$ cat src/rtl/mcycle_sequencer_if.sv
// Handshake bundle between the execute-stage sequencer and the multi-cycle
// multiply/divide unit.
interface mcycle_sequencer_if #(
    parameter int WIDTH = 32
);
    logic             UnitStart;
    logic [1:0]       UnitOp;
    logic [WIDTH-1:0] UnitOperand1;
    logic [WIDTH-1:0] UnitOperand2;
    logic             UnitBusy;
    logic [WIDTH-1:0] UnitResult1;
    logic [WIDTH-1:0] UnitResult2;

    modport master (
        output UnitStart, UnitOp, UnitOperand1, UnitOperand2,
        input  UnitBusy, UnitResult1, UnitResult2
    );

    modport slave (
        input  UnitStart, UnitOp, UnitOperand1, UnitOperand2,
        output UnitBusy, UnitResult1, UnitResult2
    );
endinterface

$ cat src/rtl/mcycle_sequencer.sv
// Launches the MCycle multiply/divide unit for the execute stage, stalls until
// it finishes, and short-circuits repeated operand pairs through a 1-entry cache.
module mcycle_sequencer #(
    parameter int WIDTH          = 32,
    parameter int TIMEOUT_CYCLES = 64
) (
    input  logic             CLK,
    input  logic             RESET,
    input  logic             Start,
    input  logic [1:0]       Op,
    input  logic             ResultSel,
    input  logic [WIDTH-1:0] OperandA,
    input  logic [WIDTH-1:0] OperandB,
    input  logic             Flush,
    mcycle_sequencer_if.master unitBus,
    output logic             Stall,
    output logic [WIDTH-1:0] Result,
    output logic             Done,
    output logic             Timeout
);

    localparam int CNT_W = (TIMEOUT_CYCLES > 1) ? $clog2(TIMEOUT_CYCLES) : 1;
    localparam logic [CNT_W-1:0] CNT_LAST = CNT_W'(TIMEOUT_CYCLES - 1);

    typedef enum logic [1:0] {
        IDLE  = 2'd0,
        WAIT  = 2'd1,
        DONE  = 2'd2,
        DRAIN = 2'd3
    } stateT;

    stateT            state;
    logic             busyQ;
    logic             unitDone;
    logic             cacheHit;
    logic             cacheWr;
    logic             cacheValid;
    logic             selQ;
    logic             unitStartQ;
    logic [1:0]       unitOpQ;
    logic [WIDTH-1:0] operand1Q;
    logic [WIDTH-1:0] operand2Q;
    logic [CNT_W-1:0] waitCnt;
    logic [1:0]       cacheOp;
    logic [WIDTH-1:0] cacheA;
    logic [WIDTH-1:0] cacheB;
    logic [WIDTH-1:0] cacheR1;
    logic [WIDTH-1:0] cacheR2;

    // The unit signals completion only by dropping Busy, so watch for the fall.
    assign unitDone = busyQ && !unitBus.UnitBusy;
    assign cacheHit = cacheValid && (Op == cacheOp) &&
                      (OperandA == cacheA) && (OperandB == cacheB);
    assign cacheWr  = (state == WAIT) && !Flush && unitDone;

    assign unitBus.UnitStart    = unitStartQ;
    assign unitBus.UnitOp       = unitOpQ;
    assign unitBus.UnitOperand1 = operand1Q;
    assign unitBus.UnitOperand2 = operand2Q;

    always_comb begin
        Stall = 1'b0;
        case (state)
            IDLE:    Stall = Start && !Flush;
            WAIT:    Stall = 1'b1;
            DRAIN:   Stall = Start;
            default: Stall = 1'b0;
        endcase
        if (RESET) Stall = 1'b0;
    end

    always_ff @(posedge CLK or posedge RESET) begin
        if (RESET) begin
            state      <= IDLE;
            busyQ      <= 1'b0;
            cacheValid <= 1'b0;
            selQ       <= 1'b0;
            unitStartQ <= 1'b0;
            unitOpQ    <= '0;
            operand1Q  <= '0;
            operand2Q  <= '0;
            waitCnt    <= '0;
            Result     <= '0;
            Done       <= 1'b0;
            Timeout    <= 1'b0;
        end else begin
            busyQ      <= unitBus.UnitBusy;
            unitStartQ <= 1'b0;
            Done       <= 1'b0;
            Timeout    <= 1'b0;
            if (Flush) cacheValid <= 1'b0;

            case (state)
                IDLE: begin
                    if (Start && !Flush) begin
                        unitOpQ   <= Op;
                        operand1Q <= OperandA;
                        operand2Q <= OperandB;
                        selQ      <= ResultSel;
                        if (cacheHit) begin
                            Result <= ResultSel ? cacheR2 : cacheR1;
                            Done   <= 1'b1;
                            state  <= DONE;
                        end else begin
                            unitStartQ <= 1'b1;
                            waitCnt    <= '0;
                            state      <= WAIT;
                        end
                    end
                end
                WAIT: begin
                    waitCnt <= waitCnt + 1'b1;
                    if (Flush) begin
                        state <= DRAIN;
                    end else if (unitDone) begin
                        cacheValid <= 1'b1;
                        Result     <= selQ ? unitBus.UnitResult2 : unitBus.UnitResult1;
                        Done       <= 1'b1;
                        state      <= DONE;
                    end else if (waitCnt == CNT_LAST) begin
                        cacheValid <= 1'b0;
                        Result     <= '0;
                        Done       <= 1'b1;
                        Timeout    <= 1'b1;
                        state      <= DONE;
                    end
                end
                DONE: begin
                    state <= IDLE;
                end
                DRAIN: begin
                    // The unit cannot abort: let it finish and throw the result away.
                    waitCnt <= waitCnt + 1'b1;
                    if (unitDone || (waitCnt == CNT_LAST)) state <= IDLE;
                end
                default: state <= IDLE;
            endcase
        end
    end

    always_ff @(posedge CLK) begin
        if (cacheWr) begin
            cacheOp <= unitOpQ;
            cacheA  <= operand1Q;
            cacheB  <= operand2Q;
            cacheR1 <= unitBus.UnitResult1;
            cacheR2 <= unitBus.UnitResult2;
        end
    end

endmodule
$ cat src/flat_wrapper.sv
// flat-port wrapper written by rule: the top's interface ports become plain ports
module mcycle_sequencer_flat 
#(
    parameter int WIDTH          = 32,
    parameter int TIMEOUT_CYCLES = 64
)
  (CLK, RESET, Start, Op, ResultSel, OperandA, OperandB, Flush, Stall, Result, Done, Timeout, unitBus_UnitStart, unitBus_UnitOp, unitBus_UnitOperand1, unitBus_UnitOperand2, unitBus_UnitBusy, unitBus_UnitResult1, unitBus_UnitResult2);
  mcycle_sequencer_if #(.WIDTH(WIDTH)) unitBus_i ();
  input  logic CLK;
  input  logic RESET;
  input  logic Start;
  input  logic [1:0] Op;
  input  logic ResultSel;
  input  logic [WIDTH-1:0] OperandA;
  input  logic [WIDTH-1:0] OperandB;
  input  logic Flush;
  output logic Stall;
  output logic [WIDTH-1:0] Result;
  output logic Done;
  output logic Timeout;
  output wire logic [$bits(unitBus_i.UnitStart)-1:0] unitBus_UnitStart;
  output wire logic [$bits(unitBus_i.UnitOp)-1:0] unitBus_UnitOp;
  output wire logic [$bits(unitBus_i.UnitOperand1)-1:0] unitBus_UnitOperand1;
  output wire logic [$bits(unitBus_i.UnitOperand2)-1:0] unitBus_UnitOperand2;
  input wire logic [$bits(unitBus_i.UnitBusy)-1:0] unitBus_UnitBusy;
  input wire logic [$bits(unitBus_i.UnitResult1)-1:0] unitBus_UnitResult1;
  input wire logic [$bits(unitBus_i.UnitResult2)-1:0] unitBus_UnitResult2;
  assign unitBus_UnitStart = unitBus_i.UnitStart;
  assign unitBus_UnitOp = unitBus_i.UnitOp;
  assign unitBus_UnitOperand1 = unitBus_i.UnitOperand1;
  assign unitBus_UnitOperand2 = unitBus_i.UnitOperand2;
  assign unitBus_i.UnitBusy = unitBus_UnitBusy;
  assign unitBus_i.UnitResult1 = unitBus_UnitResult1;
  assign unitBus_i.UnitResult2 = unitBus_UnitResult2;
  mcycle_sequencer #(.WIDTH(WIDTH), .TIMEOUT_CYCLES(TIMEOUT_CYCLES)) u_core (.CLK(CLK), .RESET(RESET), .Start(Start), .Op(Op), .ResultSel(ResultSel), .OperandA(OperandA), .OperandB(OperandB), .Flush(Flush), .unitBus(unitBus_i), .Stall(Stall), .Result(Result), .Done(Done), .Timeout(Timeout));
endmodule
$ cat config.mk
export PLATFORM = sky130hd
export DESIGN_NAME = mcycle_sequencer_flat
export DESIGN_NICKNAME = d
export VERILOG_FILES = /design/src/rtl/mcycle_sequencer_if.sv /design/src/rtl/mcycle_sequencer.sv /design/src/flat_wrapper.sv
export SDC_FILE = /design/constraint.sdc
export NUM_CORES = 1
export LEC_CHECK = 0
export ABC_AREA = 1
export BUFFER_PORTS_ARGS = -buffer_cell sky130_fd_sc_hd__buf_2
export CAP_MARGIN = 40
export CORE_UTILIZATION = 49
export CTS_CLUSTER_DIAMETER = 100
export DETAILED_ROUTE_END_ITERATION = 8
export GPL_TIMING_DRIVEN = 0
export PLACE_DENSITY = 0.84
export SLEW_MARGIN = 10
export SYNTH_ARGS = -nofsm -noshare
export SYNTH_HDL_FRONTEND = slang
export SYNTH_SLANG_ARGS = --single-unit
export TNS_END_PERCENT = 20
$ cat constraint.sdc
create_clock -name CLK -period 6.8 [get_ports CLK]
set_clock_uncertainty 0.2 [all_clocks]
set_input_delay 1.02 -clock CLK [delete_from_list [all_inputs] [get_ports CLK]]
set_output_delay 1.02 -clock CLK [all_outputs]
set_load 0.02 [all_outputs]
==> results of run 1 <==
## cells in the mapped netlist
cell type	instances	area [um2]
a21boi_1	1	7.51
a21o_1	1	7.51
a21oi_1	2	10.0
a31oi_1	1	6.26
buf_2	12	60.1
buf_4	8	60.1
buf_6	3	33.8
clkbuf_1	19	71.3
dfrtp_1	112	2800
edfxtp_1	130	3900
ha_1	1	12.5
inv_1	97	364
inv_2	9	33.8
mux2_2	32	360
nand2_1	319	1200
nand2_4	1	11.3
nand3_1	77	385
nand3_2	1	10.0
nand3b_1	1	7.51
nand4_1	8	50.1
nand4_2	1	12.5
nor2_1	73	274
nor2_2	4	25.0
nor2_4	3	33.8
nor3_1	2	10.0
o21ai_0	91	455
o21ai_1	31	155
o22ai_1	2	12.5
o32ai_1	1	8.76
or2_2	4	25.0
xnor2_1	15	131
xor2_1	2	17.5
## per-stage QoR
step / worst slack, ns / cell area (um2) / power [uW] / instances / util, %
after floorplan: 1.48 / 10600 / 3310 / 1064 / -
after detailed placement: 3.12 / 12200 / 3970 / 1581 / 57.9
after global placement: -0.205 / 12100 / 3890 / 1576 / 57.3
after global routing: 3.02 / 13000 / 5600 / 1632 / 61.8
final: 3.13 / 13000 / 5310 / 1632 / 61.8
after CTS: 3.12 / 13000 / 5330 / 1631 / 61.8
## registers in the layout, indices dropped and copies added, names as in the netlist, 2 cells and up
register and cells:
u_core.waitCnt 6, u_core.cacheR1 32, u_core.unitBus.UnitOperand2 32, u_core.cacheR2 32
u_core.Result 32, u_core.unitBus.UnitOperand1 32, u_core.cacheOp 2, u_core.cacheB 32
u_core.unitBus.UnitOp 2, u_core.cacheA 32, u_core.state 2
## routing by layer
| layer | wire [um] | global-route usage (%) | share of wire, % | vias to the layer above |
|---|---|---|---|---|
| met3 | 2630 | 6.21 | 9.7 | 63 |
| met5 | 14 | 0 | 0.052 | - |
| li1 | - | - | - | 4030 |
| met4 | 690 | 7.09 | 2.5 | 2 |
| met2 | 13300 | 42.1 | 49 | 373 |
| met1 | 10500 | 30.6 | 39 | 3954 |
## final cells by class
class | count | area, um2 | share of cell area, %
Sequential cell | 242 | 6710 | 51.5
Multi-Input combinational cell | 674 | 3230 | 24.8
Timing Repair Buffer | 242 | 1300 | 9.99
Clock buffer | 45 | 783 | 6.01
Inverter | 106 | 403 | 3.09
Tap cell | 275 | 344 | 2.64
Buffer | 42 | 225 | 1.73
Clock inverter | 5 | 31.3 | 0.240
Antenna cell | 1 | 2.50 | 0.0192
## critical path: cells and delay by family
kind / cells / cell delay (ns)
buf+inv: 6 / 0.96
simple gates: 2 / 0.33
compound gates: 1 / 0.12
## cells by family (layout without fill, tap and decap cells)
family                     count (synthesis)  after routing  synth area share (%)
DFF                                      242            242                  63.5
xor gates and xnor gates                  17             17                  1.41
buffers and inverters                    148            440                  5.90
and+or+nand+nor                          494            494                  19.3
other                                      0              1                     0
muxes                                     32             32                  3.41
AOI/OAI and AO/OA                        130            130                  6.28
adders and majority gates                  1              1                 0.119
## power breakdown
group	switching [uW]	total, uW	internal (uW)
clock	563	1340	782
combinational	1120	1720	604
sequential	264	2240	1980
## how the worst max path moves through the flow
| stage | start | endpoint | depth (start not counted) |
|---|---|---|---|
| floorplan | unitBus_UnitBusy | u_core.cacheA[0] | 3 |
| global placement | unitBus_UnitBusy | u_core.cacheA[9] | 4 |
| detailed placement | Flush | Stall | 9 |
| CTS | Flush | Stall | 9 |
| global route | Flush | Stall | 9 |
| finish | Flush | Stall | 9 |
==> impl_metrics.csv, run 1 <==
group,metric,value,unit
power,leakage,0.00614,uW
synthesis,yosys.cell_types.count,32,
clock_network,cts_hold_buf,0,
clock_network,root_buffer,"clkbuf_16",
min_path,hold_depth,0,
critical_path,cp_data_required_time,5.58,ns
die,io_pins,238,
critical_path,end_kind,"primary output",
synthesis,synth.avg_cell_area,9.92,um2
clock_network,cts_tree,"built",
clock_network,h-tree-depth,1,
power,power_density,407,mW/mm2
layout,final_cell_mix,"nand2_1, buf_2, edfxtp_1",
layout,drive_gt1_share,26.3,%
min_path,hp-start,"u_core.unitBus.UnitOperand2[24]",
critical_path,crit_chain,"buf_2 > inv_1 > nand2_1 > nor2_4 > inv_2 > buf_2 > buf_4 > a31oi_1 > buf_2",
synthesis,synth-seq-area-share,63.5,%
drt,vias,8422,
global_routing,grt_overflow,0,
drt,first_pass_iters,4,
die,start_util,50.1,%
global_routing,track_usage,24.5,%
layout,syn_to_final_growth,23.4,%
layout,num-nets-final,1472,
die,core.rowCount,53,
die,fp.dieW,149,um
critical_path,cp_slowest_cell,"buf_2",
critical_path,crit_arrival,2.45,ns
place,port-buffer-count,237,
sta,drv_slew,0,
global_routing,grt_pass1_vias,8417,
drt,wl_per_cell,16.7,um
clock_network,clkSinkCount,242,
power,vdd_drop_max,0.291,mV
die,fp.dieH,149,um
synthesis,yosysWarnings,0,
clock_network,clkLatencyLatePin,0.53,ns
critical_path,regToRegSetupSlack,4.01,ns
clock_network,cts_buffer_depth,3,
place,gp_congestion,0.815,
sta,fmax,0.273,GHz
sta,hold_viol,0,
clock_network,cts_buffers,27,
run_status,outcome,"finished, final reports clean",
critical_path,cp-start-kind,"primary input",
clock_network,cts_resized,0,
layout,final_common_cell,"nand2_1",
sta,post-route-min-period,3.67,ns
critical_path,r2r-end,"u_core.cacheA[19]",
layout,fillers,1762,
sta,rsz0062_at_grt,"no",
global_routing,grt_pass1_wl,42500,um
drt,via_per_inst,5.16,
critical_path,cpMostUsedCell,"buf_2",
clock_network,postCtsSetupRepairBufs,0,
clock_network,clkSlewWorstSetupHoldPaths,0.06,ns
sta,setup_tns,0,ns
synthesis,syn_inst,1064,
sta,tightest_slew,0.840,ns
global_routing,antenna_found_initial,2,
synthesis,syn_area,0.0106,mm2
place,dpl.hpwl,19500,um
critical_path,reg2regPathDepth,8,
sta,final-setup-viol-count,0,
synthesis,synth_fp_nets,1201,
die,core,0.0211,mm2
critical_path,max_stage_delay,0.23,ns
die,die_area,0.0221,mm2
drt,drc,0,
critical_path,r2r_start,"u_core.state[0]",
critical_path,cp_max_fo,10,
critical_path,crit_type,"in -> out",
global_routing,grt_max_degree,71,
drt,antenna_left,0,
flow_run,max_cap_violations,0,
synthesis,ys_ff_latch,242,
drt,wl,27200,um
sta,slew_headroom,43.9,%
min_path,whs_endpoint,"u_core.cacheB[24]",
sta,fin_crit_sh,53.9,%
sta,whs,0.253,ns
drt,dr.first_iter.drc_count,401,
min_path,hold_path.class,"reg -> reg",
Note: power is estimated with default switching activity, not from simulation.
==> inputs of run 2 (changes only) <==
--- a/config.mk
+++ b/config.mk
@@ -8,11 +8,11 @@
 export ABC_AREA = 1
 export BUFFER_PORTS_ARGS = -buffer_cell sky130_fd_sc_hd__buf_2
 export CAP_MARGIN = 40
-export CORE_UTILIZATION = 49
+export CORE_UTILIZATION = 54
 export CTS_CLUSTER_DIAMETER = 100
 export DETAILED_ROUTE_END_ITERATION = 8
 export GPL_TIMING_DRIVEN = 0
-export PLACE_DENSITY = 0.84
+export PLACE_DENSITY = 0.88
 export SLEW_MARGIN = 10
 export SYNTH_ARGS = -nofsm -noshare
 export SYNTH_HDL_FRONTEND = slang
==> constraint.sdc (replaced) <==
create_clock -name CLK -period 3.5 [get_ports CLK]
set_clock_uncertainty 0.2 [all_clocks]
set_input_delay 0.525 -clock CLK [delete_from_list [all_inputs] [get_ports CLK]]
set_output_delay 0.525 -clock CLK [all_outputs]
set_load 0.02 [all_outputs]
==> impl_metrics.csv, run 2 (synthesized netlist as in run 1, its figures left out) <==
group,metric,value,unit
run_status,outcome,"finished, final reports clean",
critical_path,cp_max_fo,10,
critical_path,crit_chain,"nor2_2 > inv_1 > nor2_4 > inv_2 > buf_2 > buf_4 > a31oi_1 > buf_2",
critical_path,cpMostUsedCell,"buf_2",
power,p_comb_share,32.4,%
layout,drive_gt1_share,26.0,%
place,dpl.hpwl,19300,um
clock_network,cts_buffer_depth,3,
die,die_area,0.0201,mm2
drt,drc,0,
die,fp.dieW,142,um
critical_path,crit_type,"reg -> out",
die,io_pins,238,
critical_path,regToRegSetupSlack,1.03,ns
drt,wl_per_cell,18.0,um
clock_network,clkSinkCount,242,
drt,vias,8987,
min_path,hold_depth,1,
critical_path,reg2regPathDepth,9,
layout,final-seq-area,0.00671,mm2
power,leakage,0.00643,uW
layout,multiInputGateArea,0.00323,mm2
critical_path,end_kind,"primary output",
power,power.switching,3910,uW
min_path,hold_path.class,"in -> reg",
layout,num-nets-final,1527,
critical_path,r2r_start,"u_core.state[0]",
sta,fmax,0.321,GHz
drt,via_per_inst,5.38,
layout,syn_to_final_growth,29.5,%
clock_network,root_buffer,"clkbuf_16",
die,fp.dieH,142,um
critical_path,cp_slowest_cell,"dfrtp_1",
layout,final_cell_mix,"nand2_1, buf_2, edfxtp_1",
clock_network,h-tree-depth,1,
global_routing,grt_pass1_vias,9215,
global_routing,grt_util_met3,6.18,%
die,core.rowCount,50,
global_routing,busiest_layer,"met2",
drt,antenna_left,0,
sta,drv_slew,0,
power,swShare,36.6,%
global_routing,track_usage,30.6,%
power,p_total,10700,uW
sta,fin_crit_sh,89.0,%
layout,final_common_cell,"nand2_1",
sta,worst_slack,0.387,ns
drt,wl,30100,um
critical_path,cp_data_required_time,2.77,ns
min_path,whs_endpoint,"u_core.cacheR2[16]",
power,power.share.sequential,40.8,%
sta,post-route-min-period,3.11,ns
global_routing,met1_usage,37.3,%
clock_network,clkSlewWorstSetupHoldPaths,0.06,ns
die,core,0.0190,mm2
global_routing,grt_overflow,0,
sta,tightest_slew,0.661,ns
min_path,hp-start,"unitBus_UnitResult2[16]",
clock_network,postCtsSetupRepairBufs,0,
sta,rsz0062_at_grt,"no",
layout,fillers,1264,
power,power_density,782,mW/mm2
clock_network,cts_tree,"built",
sta,final-setup-viol-count,0,
drt,first_pass_iters,5,
die,start_util,55.7,%
place,port-buffer-count,237,
place,gp_congestion,0.857,
clock_network,clkLatencyLatePin,0.52,ns
global_routing,grt_max_degree,70,
drt,dr.first_iter.drc_count,576,
sta,slew_headroom,55.9,%
power,internal-power,6780,uW
flow_run,max_cap_violations,0,
place,place_ws,0.806,ns
global_routing,antenna_found_initial,0,
global_routing,met2_usage,54.8,%
sta,setup_tns,0,ns
critical_path,cp-start-kind,"flip-flop",
critical_path,max_stage_delay,0.47,ns
critical_path,r2r-end,"u_core.cacheA[22]",
critical_path,crit_arrival,2.39,ns
power,vdd_drop_max,0.503,mV
power,p_clk_share,26.7,%
clock_network,cts_buffers,26,
sta,hold_viol,0,
global_routing,grt_pass1_wl,47800,um
-- run 2: cell types whose count changed in the layout (fill, tap and decap cells not counted), sizes merged --
cell / previous run / this run
buf: 265 / 266
dlygate4sd3: 0 / 55
clkbuf: 64 / 55
clkinv: 3 / 9
inv: 108 / 106
bufinv: 0 / 3
-- run 2: layout make-up --
type / instances / area share (%)
Antenna cell: 1 / 0.0183
Buffer: 42 / 1.65
Clock buffer: 36 / 5.48
Clock inverter: 12 / 1.04
Inverter: 106 / 2.95
Multi-Input combinational cell: 674 / 23.7
Sequential cell: 242 / 49.1
Tap cell: 260 / 2.38
Timing Repair Buffer: 298 / 13.7
-- run 2: timing repair --
item                                    4_1_cts  5_1_grt
endpoints found under the setup margin        0        0
hold endpoints to repair                     96        1
hold buffers                                 54        1
resized for setup                             0        0
-- run 2: how the worst max path moves through the flow --
stage                     from                               to  cells past startpoint
3_3_place_gp             RESET  u_core.unitBus.UnitOperand1[17]                      2
6_report       u_core.state[0]                            Stall                      8
4_1_cts        u_core.state[0]                            Stall                      8
5_1_grt        u_core.state[0]                            Stall                      8
3_5_place_dp             Flush                            Stall                      9
2_1_floorplan            RESET                      u_core.Done                      1
-- run 2: worst max-delay path: cells and delay by family (launching register included) --
family | cells | cell delay (ns)
buffers and inverters | 5 | 0.83
flip-flops | 1 | 0.47
AND/OR/NAND/NOR | 2 | 0.38
AO/OA/AOI/OAI | 1 | 0.18
-- run 2: metrics by stage --
step	instance area [um2]	hold slack (ns)	instances	utilization, %
finish	13700	0.0167	1671	72.1
floorplan	10600	0.293	1064	-
global placement	12100	0.249	1561	63.7
CTS	13700	0.000233	1669	72.0
detailed placement	12200	0.250	1567	64.5
global route	13700	0.00209	1670	72.1
-- run 2: metal layers --
| layer | part of all wire (%) | routed length (um) | up-vias |
|---|---|---|---|
| met4 | 3.0 | 902 | 0 |
| met3 | 8.8 | 2640 | 92 |
| met1 | 38 | 11400 | 4254 |
| met5 | 0 | 0 | - |
| li1 | - | - | 4144 |
| met2 | 50 | 15200 | 497 |
-- run 2: power by group through the flow --
| stage | clock (uW) | combinational [uW] | sequential (uW) |
|---|---|---|---|
| final | 2860 | 3460 | 4360 |
| after global routing | 2980 | 3780 | 4430 |
| after CTS | 2850 | 3420 | 4340 |
| after detailed placement | 0 | 3350 | 4380 |
| after global placement | 0 | 3200 | 4340 |
| after floorplan | 0 | 1460 | 4970 |
==> inputs of run 3 (changes only) <==
--- a/config.mk
+++ b/config.mk
@@ -5,7 +5,6 @@
 export SDC_FILE = /design/constraint.sdc
 export NUM_CORES = 1
 export LEC_CHECK = 0
-export ABC_AREA = 1
 export BUFFER_PORTS_ARGS = -buffer_cell sky130_fd_sc_hd__buf_2
 export CAP_MARGIN = 40
 export CORE_UTILIZATION = 54
==> impl_metrics.csv, run 3 <==
group,metric,value,unit
sta,tightest_slew,0.829,ns
sta,whs,0.0202,ns
synthesis,synthArstFlopShare,46.3,%
synthesis,synth_top_area_share,38.9,%
sta,setup_tns,0,ns
sta,final-setup-viol-count,0,
global_routing,grt_pass1_vias,7189,
die,die_area,0.0191,mm2
global_routing,track_usage,26.6,%
global_routing,met2_usage,46.6,%
synthesis,syn_area,0.0100,mm2
layout,fillers,1133,
clock_network,cts_buffers,25,
critical_path,end_kind,"flip-flop",
min_path,hold_depth,1,
layout,syn_to_final_growth,29.0,%
global_routing,met1_usage,33.9,%
global_routing,grt_max_degree,59,
drt,antenna_left,0,
critical_path,cp_max_fo,10,
synthesis,ys_top_cells_by_count,"edfxtp_1, dfrtp_1, mux2_2",
synthesis,yosys.cell_types.count,38,
global_routing,antenna_found_initial,1,
clock_network,clkSlewWorstSetupHoldPaths,0.06,ns
critical_path,cp_data_required_time,3.69,ns
drt,wl_per_cell,20.9,um
place,gp_congestion,0.880,
drt,drc,40,
synthesis,synth_top_cell_by_area,"edfxtp_1",
clock_network,clkLatencyLatePin,0.51,ns
synthesis,synth-edff-count,130,
flow_run,max_cap_violations,0,
die,core,0.0181,mm2
min_path,whs_endpoint,"u_core.cacheR2[28]",
run_status,violations,"design-rule violations",
synthesis,synth_ff_type,"edfxtp_1",
critical_path,cp-start-kind,"flip-flop",
layout,final_cell_mix,"buf_2, edfxtp_1, dfrtp_1",
drt,first_pass_iters,7,
run_status,outcome,"finished with violations",
synthesis,synth_fp_nets,761,
die,io_pins,238,
critical_path,r2r_start,"u_core.cacheA[26]",
layout,num-nets-final,1081,
synthesis,yosysMostFrequentCell,"edfxtp_1",
min_path,hold_path.class,"in -> reg",
critical_path,crit_type,"reg -> reg",
drt,vias,6640,
clock_network,cts_tree,"built",
synthesis,synth.avg_cell_area,16.1,um2
die,fp.dieW,138,um
clock_network,root_buffer,"clkbuf_16",
power,leakage,0.00563,uW
sta,fin_crit_sh,89.1,%
drt,wl,24900,um
die,fp.dieH,138,um
sta,post-route-min-period,3.12,ns
die,core.rowCount,49,
critical_path,regToRegSetupSlack,0.38,ns
drt,via_per_inst,5.58,
place,dpl.hpwl,16100,um
die,start_util,55.4,%
drt,dr.first_iter.drc_count,474,
sta,fmax,0.321,GHz
clock_network,h-tree-depth,1,
layout,drive_gt1_share,40.4,%
sta,rsz0062_at_grt,"no",
layout,final_common_cell,"buf_2",
global_routing,grt_util_met3,5.09,%
global_routing,grt_overflow,0,
sta,drv_slew,0,
synthesis,ys_top_cells_by_area,"edfxtp_1, dfrtp_1, mux2_2, mux2i_1, mux2_4",
critical_path,r2r-end,"u_core.Result[17]",
place,port-buffer-count,236,
sta,slew_headroom,44.7,%
critical_path,crit_arrival,3.31,ns
synthesis,synth-seq-area-share,66.9,%
sta,hold_viol,0,
synthesis,ys_ff_latch,242,
global_routing,busiest_layer,"met2",
synthesis,yosysWarnings,0,
global_routing,grt_pass1_wl,39300,um
critical_path,reg2regPathDepth,7,
power,vdd_drop_max,0.503,mV
clock_network,clkSinkCount,242,
clock_network,cts_buffer_depth,3,
power,power_density,790,mW/mm2
synthesis,syn_inst,624,
clock_network,postCtsSetupRepairBufs,0,
min_path,hp-start,"unitBus_UnitResult2[28]",
[run 3: logic make-up (layout without fill, tap and decap cells)]
logic type	Yosys count	in the layout	share of synthesized area, %
compound gates	56	56	3.92
xor+xnor	52	52	4.54
fa+ha+maj	1	1	0.125
buf+inv	41	378	1.76
flops	242	242	66.9
mux	165	165	18.8
other cells	0	1	0
simple gates	67	67	3.97
[run 3: where the power goes]
| group | internal, uW | switching (uW) | total [uW] |
|---|---|---|---|
| combinational | 1430 | 1910 | 3340 |
| clock | 1500 | 1030 | 2540 |
| sequential | 3860 | 475 | 4340 |
| total | 6790 | 3420 | 10200 |
[run 3: worst max-delay path, stage by stage (launching register included)]
cell and delay, ns:
edfxtp_1 0.40, xor2_1 0.16, nor4_1 0.41, nand4_1 0.23
nor4_2 0.68, a41oi_4 0.33, buf_6 0.27, mux2_4 0.32
[run 3: cell type report]
class | count | area [um2] | area share [%]
Timing Repair Buffer | 293 | 1820 | 14.1
Multi-Input combinational cell | 341 | 3160 | 24.4
Buffer | 27 | 124 | 0.958
Antenna cell | 1 | 2.50 | 0.0193
Clock buffer | 36 | 687 | 5.31
Tap cell | 229 | 287 | 2.22
Inverter | 14 | 57.6 | 0.445
Clock inverter | 8 | 85.1 | 0.658
Sequential cell | 242 | 6710 | 51.9
[run 3: how the worst max path moves through the flow]
stage                 startpoint                 to  depth (start not counted)
6_report       u_core.cacheA[26]  u_core.Result[17]                          7
5_1_grt        u_core.cacheB[29]   u_core.Result[3]                          7
4_1_cts        u_core.cacheA[26]  u_core.Result[31]                          7
3_5_place_dp        OperandB[29]  u_core.Result[17]                          8
3_3_place_gp    unitBus_UnitBusy  u_core.cacheA[13]                          3
2_1_floorplan   unitBus_UnitBusy   u_core.cacheA[0]                          2
[run 3: through the flow]
stage,total power [uW],instance area (um2),worst slack (ns),std cells,util [%]
finish,10200,12900,0.382,1191,71.5
global route,10700,12900,0.328,1191,71.5
CTS,10200,12900,0.425,1188,71.4
detailed placement,7630,11700,0.206,1099,64.6
global placement,7480,11500,-2.35,1089,63.7
floorplan,6420,10000,-0.920,624,-
[run 3: per-layer routing]
| layer | share of wire, % | vias to the layer above |
|---|---|---|
| li1 | - | 2992 |
| met1 | 40 | 3338 |
| met2 | 51 | 270 |
| met3 | 6.9 | 40 |
| met4 | 2.0 | 0 |
| met5 | 0 | - |
[run 3: repair_timing]
item,4_1_cts,5_1_grt
resized for setup,0,0
hold buffers,45,2
endpoints found under the hold margin,98,2
